[src/rtl/sorted_insert_ctrl.sv]
// Ascending-ordered 16-entry key list: stable shift-insert one key per three cycles,
// and on flush drains keys smallest-first over a valid/ready output port.
module sorted_insert_ctrl #(
    parameter int DEPTH = 16,
    parameter int KW    = 32
) (
    input  logic          clk,
    input  logic          rst_n,
    input  logic          in_valid,
    output logic          in_ready,
    input  logic [KW-1:0] in_key,
    input  logic          flush,
    output logic          out_valid,
    input  logic          out_ready,
    output logic [KW-1:0] out_key,
    output logic [4:0]    count,
    output logic          full,
    output logic          empty,
    output logic          busy
);

    typedef enum logic [1:0] {
        IDLE  = 2'd0,
        CALC  = 2'd1,
        WRITE = 2'd2,
        DRAIN = 2'd3
    } state_t;

    state_t        state_q, state_d;
    logic [KW-1:0] slot_q [DEPTH];
    logic [KW-1:0] slot_d [DEPTH];
    logic [KW-1:0] key_q;
    logic [4:0]    idx_q, idx_d, idx_calc;
    logic [4:0]    count_q, count_d;
    logic          in_fire;

    assign count     = count_q;
    assign full      = (count_q == 5'(DEPTH));
    assign empty     = (count_q == 5'd0);
    assign busy      = (state_q != IDLE);
    assign in_ready  = (state_q == IDLE) && !full && !flush && rst_n;
    assign in_fire   = in_valid && in_ready;
    assign out_valid = (state_q == DRAIN);
    assign out_key   = slot_q[0];

    // Insertion slot = number of occupied entries <= key, which keeps equal keys in arrival order.
    always_comb begin
        idx_calc = '0;
        for (int s = 0; s < DEPTH; s++) begin
            if ((5'(s) < count_q) && (slot_q[s] <= key_q)) begin
                idx_calc = idx_calc + 5'd1;
            end
        end
    end

    always_comb begin
        state_d = state_q;
        idx_d   = idx_q;
        count_d = count_q;
        slot_d  = slot_q;
        case (state_q)
            IDLE: begin
                if (in_fire) begin
                    state_d = CALC;
                end else if (flush && !empty) begin
                    state_d = DRAIN;
                end
            end
            CALC: begin
                idx_d   = idx_calc;
                state_d = WRITE;
            end
            WRITE: begin
                if (idx_q == 5'd0) begin
                    slot_d[0] = key_q;
                end
                for (int i = 1; i < DEPTH; i++) begin
                    if (5'(i) == idx_q) begin
                        slot_d[i] = key_q;
                    end else if (5'(i) > idx_q) begin
                        slot_d[i] = slot_q[i-1];
                    end
                end
                count_d = count_q + 5'd1;
                state_d = IDLE;
            end
            DRAIN: begin
                if (out_ready) begin
                    for (int i = 0; i < DEPTH - 1; i++) begin
                        slot_d[i] = slot_q[i+1];
                    end
                    slot_d[DEPTH-1] = '0;
                    count_d = count_q - 5'd1;
                    if (count_q == 5'd1) begin
                        state_d = IDLE;
                    end
                end
            end
            default: state_d = IDLE;
        endcase
    end

    // Reset clears the list too, so an abandoned insert or drain leaves no stale keys.
    always_ff @(posedge clk or negedge rst_n) begin
        if (!rst_n) begin
            state_q <= IDLE;
            key_q   <= '0;
            idx_q   <= '0;
            count_q <= '0;
            for (int i = 0; i < DEPTH; i++) begin
                slot_q[i] <= '0;
            end
        end else begin
            state_q <= state_d;
            idx_q   <= idx_d;
            count_q <= count_d;
            slot_q  <= slot_d;
            if (in_fire) begin
                key_q <= in_key;
            end
        end
    end

endmodule

[config.mk]
export PLATFORM = sky130hd
export DESIGN_NAME = sorted_insert_ctrl
export DESIGN_NICKNAME = d
export VERILOG_FILES = /design/src/rtl/sorted_insert_ctrl.sv
export SDC_FILE = /design/constraint.sdc
export NUM_CORES = 2
export LEC_CHECK = 0
export ABC_CLOCK_PERIOD_IN_PS = 13400
export CAP_MARGIN = 20
export CORE_UTILIZATION = 50
export DETAILED_ROUTE_END_ITERATION = 7
export HOLD_SLACK_MARGIN = 0.1
export PLACE_DENSITY = 0.65
export SYNTH_ARGS = -nofsm -noshare
export SYNTH_HDL_FRONTEND = slang
export SYNTH_SLANG_ARGS = --single-unit
[constraint.sdc]
create_clock -name clk -period 13.4 [get_ports clk]
set_input_delay 2.68 -clock clk [delete_from_list [all_inputs] [get_ports clk]]
set_output_delay 2.68 -clock clk [all_outputs]
set_load 0.02 [all_outputs]
**Word-level counts from Yosys, hierarchy flattened**

Cells that the tools add are included.
Widths: inputs -> output; s select.

- Flip-flop bits (word level): 556
- Input bits: 37
- Output and inout bits: 42
- Word-level logic and storage cells: 226

- Add/subtract/negate cells: 17
- Magnitude comparators: 47
- Equality and inequality tests: 39
- Multiplexer cells: 56
- Reductions and logical operators: 47

Operators with widths:

| operator | count |
|---|---|
| $pmux 512 s2 | 1 |
| $mux 32 | 31 |
| $le 32x32->1 | 16 |
| $mux 512 | 1 |
| $add 5x1->5 const B | 16 |
| $mux 5 | 16 |
| $reduce_and 3->1 | 17 |
| $ne 3x3->1 const B | 15 |
| $eq 4x5->1 const A | 8 |
| $gt 4x5->1 const A | 8 |
| $lt 4x5->1 const A | 8 |
| $logic_and 1x1->1 | 21 |
| $eq 3x5->1 const A | 4 |
| $gt 3x5->1 const A | 4 |
| $lt 3x5->1 const A | 4 |
| $eq 2x5->1 const A | 2 |
| $gt 2x5->1 const A | 2 |
| $logic_not 5->1 | 2 |
| $lt 1x5->1 const A | 2 |
| $lt 2x5->1 const A | 2 |
| $pmux 5 s2 | 1 |
| $mux 2 | 4 |
| $pmux 2 s4 | 1 |
| $eq 1x5->1 const A | 1 |
| 14 further kinds | 19 |

**Logic depth before layout (Yosys ltp)**

- Depth in word-level cells: 33
- Gate-level depth with buffers: 69
- Gate-level depth less buffers: 67

**Least setup slack after synthesis**

No wires, ideal clock.

- Path type: reg-to-reg
- Start: register key_q[1]
- End: register idx_q[4]
- Library setup time: 0.092 ns
- Arrival time: 11.818 ns
- Data required time: 13.308 ns
- Slack: 1.490 ns
- Stages on the path, launching flop included: 68
- Buffers on the path: 2
- Cell sequence: dfrtp_1 -> clkbuf_1 -> inv_1 -> clkbuf_1 -> ha_1 -> nor2b_1 -> o21a_1 -> o21ai_0 -> nand2b_1 -> a21oi_1 -> nor2b_1 -> o21ai_0 -> nand2b_1 -> a21oi_1 -> nor3_1 -> o31a_1 -> o21ai_0 -> o211ai_1 -> [... 32 more ...] -> inv_1 -> o21ai_0 -> nor2_1 -> xnor2_1 -> mux2_2 -> ha_1 -> a21oi_1 -> and2_1 -> xor2_1 -> mux2_2 -> ha_1 -> a21o_1 -> ha_1 -> and2_1 -> nor4b_1 -> and3_1 -> o21a_1 -> o31ai_2

- Longest elaborated chain between the ends: 33

RTL lines:

| item | RTL line | source |
|---|---|---|
| start: declaration | 32 | `logic [KW-1:0] key_q;` |
| start signal: assignment | 119 | `key_q <= in_key;` |
| $le 32x32->1 | 50 | `if ((5'(s) < count_q) && (slot_q[s] <= key_q)) begin` |
| $logic_and 1x1->1 | 50 |  |
| $mux 1 | 50 |  |
| $add 5x1->5 | 51 | `idx_calc = idx_calc + 5'd1;` |
| $mux 5 | 50 |  |
| $add 5x1->5 | 51 |  |
| $mux 5 | 50 |  |
| $add 5x1->5 | 51 |  |
| [... 17 more ...] | - |  |
| $add 5x1->5 | 51 |  |
| $mux 5 | 50 |  |
| $add 5x1->5 | 51 |  |
| $mux 5 | 50 |  |
| $add 5x1->5 | 51 |  |
| $mux 5 | 50 |  |
| $add 5x1->5 | 51 |  |
| $mux 5 (*) | 50 |  |
| end signal: assignment | 115 | `idx_q <= idx_d;` |
| end: declaration | 33 | `logic [4:0] idx_q, idx_d, idx_calc;` |

Every way passes the cells marked *; elsewhere a longest branch is shown, timed or not.
A chain may end at the register's enable or synchronous reset.

**Worst setup path after layout**

Ends and elaborated chain as after synthesis.

==> reports/metrics.cfg <==
[outcome]
status=complete, no violations

[setup_path]
critPathRequiredTime_ns=13.90
beginning_of_the_critical_path=key_q[1]
worst-path-buf-inv=7
worst_r2r_startpoint=key_q[1]
critical_path.startpoint_type=flip-flop
rr_worst_depth=67
path_common_cell=ha_1
crit_fanout=9
slowest_stage=dfrtp_2
timing.critical_path.max_delay_family=compound AO/OA/AOI/OAI gates
signal_arrival_time_at_the_worst_endpoint_ns=12.81
critical_path_class=flip-flop to flip-flop
timing.critical_path.to_type=flip-flop
cp_num_cells=67
largest_stage_delay_worst_path_ns=0.46

[drt]
initialDrtViolationCount=3655
num_vias=39544
remaining_drc_errors=0
vias_per_cell=6.12
drt_wl_total_mm=151
detailedRoute.firstPassIterationCount=6
top_layer=met4
routed-wl-met3_mm=8.30
wl_per_cell_um=23.4
met1Wirelength_mm=63.2
ant_nets=0
detailroute.wirelength.met2_mm=70.5

[clocking]
clk_path_buf_depth=3
clkLatencyLatePin_ns=0.63
cts_tree=yes
cts_inserted_buffers=69
cts_root_buf=clkbuf_16
clk_transition_reported_paths_ns=0.06
htreeDepth=3
cts.hold.buffers_added=0
tritoncts_num_sinks=556

[placement]
place_hpwl_mm=108
place.port_buffers=78
gpl.final_weighted_congestion=0.975
placedInstanceArea_sq_mm=0.0442

[synth]
yosys_most_used_dff=dfrtp_1
synth.distinct_cells=91
mapped_area_sq_mm=0.0428
synth.top_cells.by_area=dfrtp_1 (33%), ha_1 (16%), a21oi_1 (11%)
ys.warnings.count=0
postSynthCellCount=5441
top_cell_type_by_total_area_after_synthesis=dfrtp_1
synth.yosys.seq_area_share_pct=32.5
synthesis.area_per_instance_sq_um=7.86
synth_edf_count=0
synth_nets=6009
synth-seq-cells=556
yosys.area.top_type_share_pct=32.5
async_flop_share_pct=100

[run]
max_cap_viol_count=0

[sta]
relSlewSlack_pct=24.4
max_freq_mhz=81.3
layout_worst_path_cycle_share_pct=91.8
timing_worst_slew_pin_value_ns=1.12
finalSetupViolCount=0
number_of_hold_violations_in_the_final_report=0
skew_ns=0.0313
setup_total_negative_slack_ns=0
worst_hold_slack_ns=0.513
slew_violations=0
grt_setup_unrepaired=no
post-route-min-period_ns=12.30

[floorplanning]
die_width_um=294
placement_rows=106
die_height_um=294
initial_core_util_pct=50.8
total_die_area_sq_mm=0.0867
core_area_sq_mm=0.0842
pin_count=79

[layout]
areaGrowthSynthToFinish_pct=8.66
diodes=0
final_cell_area_sq_mm=0.0465
share_of_final_layout_standard_cells_stronger_than_drive_strength_1_pct=5.72
num-nets-final=5850
fill_cells=7969

[global_route]
grt_remaining_overflow=0
first_global_vias=36970
grt_total_usage_pct=34.7
grt_antenna_before_repair=0
wire_length_of_the_first_global_routing_pass_mm=229
grt_start_max_net_pins=221

[min_path]
class_of_the_worst_hold_path=flip-flop to flip-flop
holdPathStages=2
hp-start=slot_q[8]

[registers in the layout, summed over array words and instances (netlist names)]
name / flops
count: 5
idx_q: 5
key_q: 32
out_key: 32
slot_q: 480
state_q: 2
[routing by layer]
metal / GRT usage (%) / vias up
met5: 0 / -
met4: 18.5 / 0
met3: 3.86 / 367
met2: 57.0 / 1407
met1: 44.7 / 18917
li1: - / 18853
[per-stage QoR]
| stage | utilization, % | cells | setup WS, ns |
|---|---|---|---|
| after floorplan | - | 5441 | 1.49 |
| after global placement | 52.5 | 6344 | 1.07 |
| after detailed placement | 52.5 | 6344 | 0.827 |
| after CTS | 55.2 | 6463 | 0.759 |
| after global routing | 55.2 | 6464 | 0.0659 |
| final | 55.2 | 6464 | 1.10 |
[worst register-to-register path: cells and delay by family, from the launching register on]
| family | cells | cell delay, ns |
|---|---|---|
| xor gates and xnor gates | 2 | 0.29 |
| buffers and inverters | 7 | 0.65 |
| adders and majority gates | 11 | 3.15 |
| AOI/OAI and AO/OA | 24 | 3.77 |
| and+or+nand+nor | 20 | 3.27 |
| muxes | 3 | 0.65 |
| DFF | 1 | 0.46 |
[timing repair]
item                       CTS  global route
setup endpoints to repair    0             2
setup buffers                0             1
resized for setup            0             5
[cells by family (layout without fill, tap and decap cells)]
logic type	after synthesis	in the layout	synth area share (%)
AO/OA/AOI/OAI	1783	1783	22.5
buffers and inverters	480	369	4.50
flip-flops	556	556	32.5
adder cells (fa/ha/maj)	532	532	15.6
AND/OR/NAND/NOR	1797	1797	17.8
XOR/XNOR	50	50	1.30
multiplexers	243	243	5.79
[cell type report]
type | count | area (sq um) | area share (%)
sequential | 556 | 13900 | 29.9
clock inverter | 18 | 231 | 0.498
tap | 1134 | 1420 | 3.05
multi-input combinational | 4405 | 27100 | 58.3
clock buffer | 101 | 2030 | 4.36
timing repair buffer | 171 | 1500 | 3.22
inverter | 79 | 304 | 0.654
[synthesized netlist by cell type (all sizes together) (5+ instances only)]
cell	instances
a21o	79
nand3	60
and4	5
nand2b	31
or2	13
xnor2	24
o211ai	13
ha	531
xor2	21
and3	8
a31o	6
o21ai	606
a31oi	8
or3	5
nor2b	44
dfrtp	556
mux2	35
and2	11
a2111oi	6
o21bai	5
nor3	29
nand4	109
or4	8
o31ai	9
nand2	617
a211o	5
nor2	827
o21a	43
a21oi	933
a211oi	15
a21boi	9
inv	78
clkbuf	339
buf	62
nor4	15
mux2i	208
[cell usage in the layout (no fill, tap or decap), types with 6 or more instances in the layout]
cell             count
a21oi_1            933
nor2_1             827
nand2_1            606
o21ai_0            598
dfrtp_1            555
ha_1               531
mux2i_1            208
nand4_1            108
buf_4               92
inv_1               78
a21o_1              77
clkdlybuf4s50_1     77
clkbuf_16           70
nand3_1             56
nor2b_1             44
o21a_1              40
mux2_2              35
nand2b_1            30
nor3_1              25
xor2_1              21
xnor2_1             21
clkbuf_8            16
nor4_1              15
clkbuf_1            15
a211oi_1            13
o211ai_1            12
or2_2               11
nand2_2             11
clkinv_2            10
a31oi_1              8
and2_1               8
o31ai_1              7
and3_1               6
or4_1                6
[worst paths after layout]
| check | to | slack [ns] |
|---|---|---|
| max | idx_q[4] | 1.10 |
| min | slot_q[8] | 0.51 |
| max reg2reg | idx_q[4] | 1.10 |
| min reg2reg | slot_q[8] | 0.51 |
| max in group asynchronous | slot_q[227] | 8.61 |
| min in group asynchronous | slot_q[88] | 1.95 |
Power is not shown: default switching activity piles up to over one toggle a cycle in this logic, so the estimate is an artifact.
